## src/rtl/wrr_arb_tree.sv

```systemverilog
// Weighted round-robin N:1 arbiter with packet locking; combinational outputs (zero latency).
// A stalled decision is held until gnt_i when LockIn is set; an owner mid-packet keeps the output.
module wrr_arb_tree #(
  parameter int unsigned NumIn       = 8,
  parameter int unsigned DataWidth   = 32,
  parameter type         DataType    = logic [DataWidth-1:0],
  parameter int unsigned WeightWidth = 4,
  parameter bit          AxiVldRdy   = 1'b0,
  parameter bit          LockIn      = 1'b1,
  parameter int unsigned IdxWidth    = (NumIn > 1) ? $clog2(NumIn) : 1
) (
  input  logic                                clk_i,
  input  logic                                rst_ni,
  input  logic                                flush_i,
  input  logic [NumIn-1:0][WeightWidth-1:0]   weight_i,
  input  logic [NumIn-1:0]                    req_i,
  input  logic [NumIn-1:0]                    last_i,
  input  DataType                             data_i [NumIn],
  output logic [NumIn-1:0]                    gnt_o,
  output logic                                req_o,
  output logic                                last_o,
  output DataType                             data_o,
  output logic [IdxWidth-1:0]                 idx_o,
  input  logic                                gnt_i
);

  if (NumIn == 1) begin : gen_pass
    assign req_o    = req_i[0];
    assign gnt_o[0] = gnt_i;
    assign idx_o    = '0;
    assign last_o   = last_i[0];
    assign data_o   = data_i[0];
  end else begin : gen_arb
    localparam logic [IdxWidth:0]   NumInW  = (IdxWidth+1)'(NumIn);
    localparam logic [IdxWidth-1:0] LastIdx = IdxWidth'(NumIn - 1);

    logic [IdxWidth-1:0]    rr_q, rr_d, hold_idx_q, hold_idx_d;
    logic [IdxWidth-1:0]    sel, search_idx;
    logic [WeightWidth-1:0] cnt_q, cnt_d, n, we;
    logic                   lock_q, lock_d, hold_q, hold_d;
    logic                   any_req, found;
    logic [IdxWidth:0]      cand;

    assign any_req = |req_i;

    // Circular search for the first requester starting at the current owner.
    always_comb begin
      search_idx = '0;
      found      = 1'b0;
      cand       = '0;
      for (int unsigned k = 0; k < NumIn; k++) begin
        cand = {1'b0, rr_q} + (IdxWidth+1)'(k);
        if (cand >= NumInW) cand = cand - NumInW;
        if (!found && req_i[cand[IdxWidth-1:0]]) begin
          found      = 1'b1;
          search_idx = cand[IdxWidth-1:0];
        end
      end
    end

    always_comb begin
      sel = search_idx;
      if (!any_req)              sel = '0;
      else if (lock_q)           sel = rr_q;
      else if (LockIn && hold_q) sel = hold_idx_q;
    end

    assign req_o  = (lock_q | hold_q) ? req_i[sel] : any_req;
    assign last_o = any_req & last_i[sel];
    assign data_o = data_i[sel];
    assign idx_o  = sel;

    always_comb begin
      gnt_o = '0;
      for (int unsigned i = 0; i < NumIn; i++) begin
        gnt_o[i] = gnt_i & (sel == IdxWidth'(i)) & (AxiVldRdy | req_i[i]);
      end
    end

    // cnt_q stays below the effective weight, so n cannot wrap.
    always_comb begin
      rr_d       = rr_q;
      cnt_d      = cnt_q;
      lock_d     = lock_q;
      hold_d     = req_o & ~gnt_i & ~lock_q;
      hold_idx_d = sel;
      n          = ((sel == rr_q) ? cnt_q : '0) + WeightWidth'(1);
      we         = (weight_i[sel] == '0) ? WeightWidth'(1) : weight_i[sel];
      if (req_o && gnt_i) begin
        if (!last_o) begin
          lock_d = 1'b1;
          rr_d   = sel;
          if (sel != rr_q) cnt_d = '0;
        end else begin
          lock_d = 1'b0;
          if (n >= we) begin
            rr_d  = (sel == LastIdx) ? '0 : sel + IdxWidth'(1);
            cnt_d = '0;
          end else begin
            rr_d  = sel;
            cnt_d = n;
          end
        end
      end
      if (flush_i) begin
        rr_d       = '0;
        cnt_d      = '0;
        lock_d     = 1'b0;
        hold_d     = 1'b0;
        hold_idx_d = '0;
      end
    end

    always_ff @(posedge clk_i or negedge rst_ni) begin
      if (!rst_ni) begin
        rr_q       <= '0;
        cnt_q      <= '0;
        lock_q     <= 1'b0;
        hold_q     <= 1'b0;
        hold_idx_q <= '0;
      end else begin
        rr_q       <= rr_d;
        cnt_q      <= cnt_d;
        lock_q     <= lock_d;
        hold_q     <= hold_d;
        hold_idx_q <= hold_idx_d;
      end
    end
  end

endmodule

```

## config.mk

```make
export PLATFORM = sky130hd
export DESIGN_NAME = wrr_arb_tree
export DESIGN_NICKNAME = d
export VERILOG_FILES = /design/src/rtl/wrr_arb_tree.sv
export SDC_FILE = /design/constraint.sdc
export NUM_CORES = 1
export LEC_CHECK = 0
export BUFFER_PORTS_ARGS = -buffer_cell sky130_fd_sc_hd__buf_2
export CORE_AREA = 2 2 135 137
export DETAILED_ROUTE_END_ITERATION = 16
export DIE_AREA = 0 0 137 139
export PLACE_DENSITY = 0.61
export SLEW_MARGIN = 20
export SYNTH_ARGS = -nofsm -noshare
export SYNTH_HDL_FRONTEND = slang
export SYNTH_SLANG_ARGS = --single-unit
```

## constraint.sdc

```tcl
create_clock -name clk_i -period 7 [get_ports clk_i]
set_clock_uncertainty 0.1 [all_clocks]
set_input_delay 0.7 -clock clk_i [delete_from_list [all_inputs] [get_ports clk_i]]
set_output_delay 0.7 -clock clk_i [all_outputs]
set_load 0.03 [all_outputs]
```

=== Yosys cells after proc, flatten, opt, wreduce, memory -nomap -nowiden ===
Cells that the tools add are included.

* Add/sub/neg operators: 17
* $mul: 0
* Divide/modulo/power cells: 0
* Order comparisons: 19
* Equal/unequal tests: 9
* Shift operators: 0
* Multiplexer cells: 69
* Bitwise operators: 23
* Reduce and logical (&&, ||, !) cells: 21

{| class="wikitable"
|+ Operators with widths
! kind !! count
|-
| $bmux W32 S3 || 1
|-
| $mux W3 || 25
|-
| $mux W32 || 2
|-
| $lt A3 B4 Y1 const B || 9
|-
| $ge A4 B4 Y1 const B || 8
|-
| $mux W4 || 8
|-
| $bmux W1 S3 || 10
|-
| $sub A3 B1 Y3 const B || 8
|-
| $mux W1 || 22
|-
| $and A1 B1 Y1 || 19
|-
| $add A3 B3 Y4 const B || 4
|-
| $bmux W4 S3 || 1
|-
| $eq A3 B3 Y1 const B || 4
|-
| $add A3 B2 Y4 const B || 2
|-
| $logic_and A1 B1 Y1 || 8
|-
| $reduce_or A8 Y1 || 1
|-
| $logic_not A1 Y1 || 7
|-
| $eq A3 B2 Y1 const B || 2
|-
| $add A3 B1 Y4 const B || 1
|-
| $add A4 B1 Y4 const B || 1
|-
| $ge A3 B4 Y1 const B || 1
|-
| $ge A4 B4 Y1 || 1
|-
| $logic_not A4 Y1 || 1
|-
| $not A3 Y4 || 1
|-
| 10 further kinds || 11
|}

* Register bits: 12
* Bits in latches: 0
* RAM bits: 0
* Memory bits (read-only): 0
* Input port bits: 308
* Output and inout port bits: 45
* Logic and storage cells: 163
* Memories kept: 0

=== Logic depth before layout (Yosys ltp) ===
Gate-level depths: netlist of run 1.

* Depth in word-level cells: 38
* Depth in mapped cells: 30
* Mapped depth without buffers: 25

=== Least setup slack after synthesis of run 1 ===
OpenSTA, ideal clock, no wires.

* Kind: reg-to-reg
* Start: register gen_arb.rr_q[0]
* End: register gen_arb.rr_q[2]
* Library setup time: 0.138 ns
* Arrival time: 5.154 ns
* Data required time: 6.762 ns
* Setup slack: 1.608 ns
* Cell stages (with the launch flop): 29
* Buffers on the path: 5
* Period minus slack after synthesis: 5.392 ns
* Cell sequence: dfrtp_1 -> buf_6 -> buf_12 -> buf_2 -> inv_1 -> ha_1 -> xor2_2 -> mux4_2 -> o21ai_0 -> nand2_1 -> a32oi_1 -> nor2b_1 -> buf_2 -> clkbuf_1 -> nand2_1 -> a31oi_1 -> a21oi_1 -> a31o_2 -> ha_1 -> nand2b_1 -> a21oi_1 -> nor2b_1 -> o21ai_0 -> nand2b_1 -> nand2_1 -> a221o_1 -> a2bb2oi_1 -> mux2i_1 -> a211oi_1

* Cells in the longest elaborated chain, start to end: 38
* Elaborated cells between the ends (all ways): 102
* Classes of those cells: add/sub (17); order compare (9); eq/ne (2); mux (56); bitwise (1); reduce/logical (17)

{| class="wikitable"
|+ RTL lines
! element !! line !! RTL
|-
| start, declared || 37 || <nowiki>logic [IdxWidth-1:0] rr_q, rr_d, hold_idx_q, hold_idx_d;</nowiki>
|-
| start signal, assigned || 122 || <nowiki>rr_q <= rr_d;</nowiki>
|-
| parallel branches: the longest is 38 deep, another holds $add A3 B1 Y4 || n/a ||
|}

Parallel ways; which one is timed is not known. The select of a mux whose other input is x is not followed.
A chain may end at the register's enable or synchronous reset.

=== Final worst setup path of run 1 ===
* Start: register gen_arb.rr_q[1]
* End: register gen_arb.rr_q[2]

The elaborated chain is that of the path after synthesis.

==> results.json, run 1 <==
{
  "preCtsSetupSlack_ps": 837,
  "synth-edff-count": 0,
  "drc": 0,
  "nets": 1506,
  "hold_class": "in -> async",
  "die_h_um": 139,
  "cts-resized-gates": 0,
  "critPathBufInv": 2,
  "drtIter0Drc": 635,
  "grt-ovfl-total": 0,
  "synthFlopType": "dfrtp_1",
  "grt_usage": 0.230,
  "run_status": "completed",
  "core_area_um2": 17700,
  "syn_nets": 1207,
  "synth_area_um2": 4940,
  "slowest_stage": "o21ai_4",
  "htreeDepth": 1,
  "setup_viol": 0,
  "crit_arrival_ps": 6260,
  "drtAntennaViolNets": 0,
  "worst_path_dominant_cell_family": "compound AO/OA/AOI/OAI gates",
  "end_kind": "register",
  "grt_max_degree": 109,
  "grt_pass1_vias": 6807,
  "synth.ff_latch_count": 12,
  "ctsHoldBuffers": 0,
  "setup_ws_ps": 790,
  "startpoint_type": "register",
  "clock_latency_ps": 240,
  "drive_above_1_share": 0.343,
  "synth_seq_area_share": 0.0608,
  "ys_warn_count": 0,
  "drt-total-wl_um": 23200,
  "clock-sinks": 12,
  "numPlacedInstances": 1409,
  "pin_count": 353,
  "design.die.area_um2": 19000,
  "synthCells": 886,
  "stdcell_count": 1418,
  "setup-tns-final_ps": 0,
  "rsz0062_at_grt": "no",
  "ys_top_cells_by_area": "nand2_1, nand3_1, o21ai_0, dfrtp_1, mux2i_1",
  "fin_util": 0.392,
  "cp-startpoint": "gen_arb.rr_q[1]",
  "final-max-slew-violation-count": 0,
  "clockBufferDepth": 2,
  "yosys.area.top_type": "nand2_1",
  "antenna_found_initial": 8,
  "dpl.hpwl_um": 18400,
  "fillerInstances": 2003,
  "grt_pass1_wl_um": 35300,
  "tritoncts": "done",
  "place_congestion": 0.988,
  "post_cts_buffers": 0,
  "core.rowCount": 49,
  "cts_made_buffers": 3,
  "worst_pin_slew_ps": 842,
  "worstPathCellList": "buf_4, ha_1, xor2_1, mux4_2, a32o_1, nand3_1, nand4_1, o21ai_4, buf_4, and3_1, a211oi_1, a21oi_1, a31o_2, ha_1, nand2b_1, a21oi_1, nor2b_1, o21ai_0, nand2b_1, nand2_1, a221o_1, a2bb2oi_1, mux2i_1, a211oi_1",
  "async_flop_share": 1.00,
  "port_buffers": 352,
  "timing.final.crit_share": 0.887,
  "final_common_cell": "buf_2",
  "start_util": 0.280,
  "via_per_inst": 5.24,
  "cts-root-buf": "clkbuf_16",
  "synth.top_cell.area_share": 0.258,
  "critPathRequiredTime_ps": 7050,
  "fin_crit_ps": 6210,
  "hold_viol": 0,
  "fmax_ghz": 0.161,
  "syn_area_per_cell_um2": 5.57,
  "die_w_um": 137,
  "slew_headroom": 0.437,
  "syn2layout_area_growth_pct": 40.2,
  "num_vias": 7426,
  "worst-setup-path-type": "reg -> reg",
  "cap_violations": 0,
  "ys_types": 65,
  "wl_per_cell_um": 16.3,
  "r2r-start": "gen_arb.rr_q[1]",
  "first_pass_iters": 6,
  "clkTransAtPathRegs_ps": 50,
  "critical-path-max-stage-delay_ps": 720,
  "layout_common_cells": "buf_2, nand2_1, nand3_1",
  "crit_fanout": 38
}
## per-stage QoR
| step | cell area, µm² | hold WS, ps |
|---|---|---|
| 2_1_floorplan | 4940 | 304 |
| 3_3_place_gp | 6820 | 461 |
| 3_5_place_dp | 6820 | 470 |
| 4_1_cts | 6910 | 243 |
| 5_1_grt | 6920 | 265 |
| 6_report | 6920 | 240 |
## logic make-up (layout without fill, tap and decap cells)
logic type | count (synthesis) | count (layout) | synth area share
DFF | 12 | 12 | 0.0608
xor gates and xnor gates | 6 | 6 | 0.0122
muxes | 42 | 42 | 0.116
buffers and inverters | 90 | 388 | 0.0770
AOI/OAI and AO/OA | 164 | 164 | 0.207
and+or+nand+nor | 559 | 559 | 0.495
other | 0 | 5 | 0
adders and majority gates | 13 | 13 | 0.0329
## sequential cells by signal, summed over array words and instances (netlist names)
signal / cells
gen_arb.hold_idx_q: 3
gen_arb.hold_q: 1
gen_arb.cnt_q: 4
gen_arb.rr_q: 3
gen_arb.lock_q: 1
## synthesized netlist by cell type, types with 6 or more instances
cell	count
a31oi_1	8
mux2i_1	23
clkbuf_1	47
nand2_1	340
buf_2	9
dfrtp_1	12
a211oi_1	13
and3_1	11
o21ai_0	83
nor2b_1	8
inv_1	17
buf_1	13
nand3_1	135
mux4_2	10
nor2_1	29
ha_1	13
nand2b_1	6
a21oi_1	20
## worst paths after layout
kind,to,slack [ps],depth (start not counted)
max in group asynchronous,gen_arb.lock_q,6320,1
worst max register to register,gen_arb.rr_q[2],790,24
worst max-delay path,gen_arb.rr_q[2],790,24
min in group clk_i,gen_arb.cnt_q[1],480,2
worst min-delay path,gen_arb.rr_q[2],240,1
worst min register to register,gen_arb.cnt_q[1],480,2
## cell type report
type,count,area (µm²),share of cell area
clock buffer,4,88.8,0.0128
antenna,5,12.5,0.00181
tap,229,287,0.0414
multi-input combinational,784,4280,0.619
inverter,18,70.1,0.0101
sequential,12,300,0.0434
timing repair buffer,366,1880,0.272
## routing by layer
layer  vias up  wire, µm  GRT usage
li1       3670         -          -
met1      3382      9060      0.281
met2       319     11700      0.404
met3        49      1700     0.0384
met4         6       704     0.0749
met5         -        34          0
Power of run 1 is left out: the tool's default activity adds up to more than one toggle a clock period on the data nets, which glitch-free logic cannot reach.
==> run 2: changes to the inputs <==
Settings changed: RECOVER_POWER set to 50.
==> run 2 against run 1 <==
  * Die area is the same
  * Largest cell class unchanged
  * Core utilization is 0.19 points lower
  * Global-route usage unchanged
  * Flip-flop and latch count unchanged
  * Setup slack got worse by 86 ps
  * Routed wire length down 0.12%
==> results.json, run 2 (synthesis gave the netlist of run 1 again) <==
{
  "run_status": "completed",
  "grt-ovfl-total": 0,
  "first_pass_iters": 6,
  "largest_reg_flops": 4,
  "syn2layout_area_growth_pct": 39.5,
  "cts_made_buffers": 3,
  "rsz0062_at_grt": "no",
  "cts-resized-gates": 0,
  "num_vias": 7393,
  "antenna_found_initial": 8,
  "drive_above_1_share": 0.330,
  "timing.rr.end": "gen_arb.rr_q[2]",
  "setup-tns-final_ps": 0,
  "multi_input_comb_area_um2": 4280,
  "fillerInstances": 2010,
  "worst-setup-path-type": "reg -> out",
  "layout_common_cells": "nand2_1, buf_2, nand3_1",
  "grt_pass1_vias": 6807,
  "fmax_ghz": 0.159,
  "fin_crit_ps": 6300,
  "top_regs": "gen_arb.cnt_q (4), gen_arb.hold_idx_q (3), gen_arb.rr_q (3)",
  "clock_latency_ps": 240,
  "timing.final.crit_share": 0.899,
  "via_per_inst": 5.21,
  "tritoncts": "done",
  "drc": 0,
  "cts-root-buf": "clkbuf_16",
  "fin_hold_ws_ps": 383,
  "place_congestion": 0.988,
  "cap_violations": 0,
  "r2r_cells": 24,
  "post_cts_buffers": 0,
  "wl_per_cell_um": 16.3,
  "start_util": 0.280,
  "slowest_stage": "clkbuf_2",
  "core_area_um2": 17700,
  "worstPathCellList": "inv_1, ha_1, xor2_2, mux4_2, o21ai_0, nand2_1, a32oi_1, nor2b_4, buf_4, clkbuf_2, mux2i_1, a22o_4, buf_2",
  "hold_viol": 0,
  "grt_max_degree": 109,
  "port_buffers": 352,
  "r2r-start": "gen_arb.rr_q[1]",
  "crit_fanout": 56,
  "clock-sinks": 12,
  "final-max-slew-violation-count": 0,
  "critPathRequiredTime_ps": 6200,
  "clkTransAtPathRegs_ps": 50,
  "crit_arrival_ps": 5500,
  "htreeDepth": 1,
  "slew_headroom": 0.265,
  "regMostFlops": "gen_arb.cnt_q",
  "core.rowCount": 49,
  "critical-path-max-stage-delay_ps": 940,
  "worst_pin_slew_ps": 1100,
  "drtAntennaViolNets": 0,
  "r2r_setup_slack_ps": 780,
  "clockBufferDepth": 2,
  "design.die.area_um2": 19000,
  "startpoint_type": "register",
  "die_h_um": 139,
  "pin_count": 353,
  "grt_usage": 0.230,
  "seq_area_um2": 300,
  "end_kind": "output port",
  "drt-total-wl_um": 23100,
  "setup_viol": 0,
  "die_w_um": 137,
  "grt_pass1_wl_um": 35300,
  "ctsHoldBuffers": 0,
  "dpl.hpwl_um": 18400,
  "nets": 1506,
  "final_common_cell": "nand2_1",
  "hold_class": "in -> async",
  "drtIter0Drc": 573
}
-- run 2: changes by cell type in the layout (fill, tap and decap cells not counted) --
cell and change:
clkbuf_1 +14, buf_4 -4, buf_2 -13, clkbuf_2 +3, o22ai_2 -1, o22ai_1 +1
-- run 2: layout make-up --
cell class / instances / share of cell area
inverters: 18 / 0.0102
flip-flops and latches: 12 / 0.0436
multi-input cells: 784 / 0.621
well taps: 229 / 0.0416
clock buffers: 4 / 0.0129
diodes: 5 / 0.00182
repair buffers: 366 / 0.269
-- run 2: layer usage --
| metal | routed length [µm] | track usage | vias to the layer above |
|---|---|---|---|
| met2 | 11600 | 0.404 | 329 |
| met3 | 1750 | 0.0384 | 44 |
| li1 | - | - | 3666 |
| met4 | 682 | 0.0749 | 6 |
| met5 | 34 | 0 | - |
| met1 | 9040 | 0.281 | 3348 |
-- run 2: worst max path at each step --
stage	from	end	slack, ps
global route	gen_arb.rr_q[1]	gen_arb.rr_q[2]	190
floorplan	gen_arb.rr_q[0]	gen_arb.rr_q[2]	1610
global placement	gen_arb.rr_q[1]	gen_arb.rr_q[2]	1040
CTS	gen_arb.rr_q[1]	gen_arb.rr_q[2]	800
finish	gen_arb.rr_q[1]	last_o	700
detailed placement	gen_arb.rr_q[1]	gen_arb.rr_q[2]	840
-- run 2: metrics by stage --
| stage | area [µm²] | setup slack (ps) | cells | utilization |
|---|---|---|---|---|
| final | 6890 | 705 | 1418 | 0.390 |
| after floorplan | 4940 | 1610 | 886 | - |
| after detailed placement | 6820 | 837 | 1409 | 0.386 |
| after global routing | 6890 | 186 | 1417 | 0.390 |
| after global placement | 6820 | 1040 | 1409 | 0.386 |
| after CTS | 6910 | 800 | 1413 | 0.391 |
-- run 2: worst max-delay path: cells and delay by family, from the launching register on --
kind            cells  cell delay [ps]
compound gates      3              740
xor+xnor            1              400
fa+ha+maj           1              380
buf+inv             4             1940
flops               1              380
mux                 2             1060
simple gates        2              330
Power of run 2 is left out for the same reason.
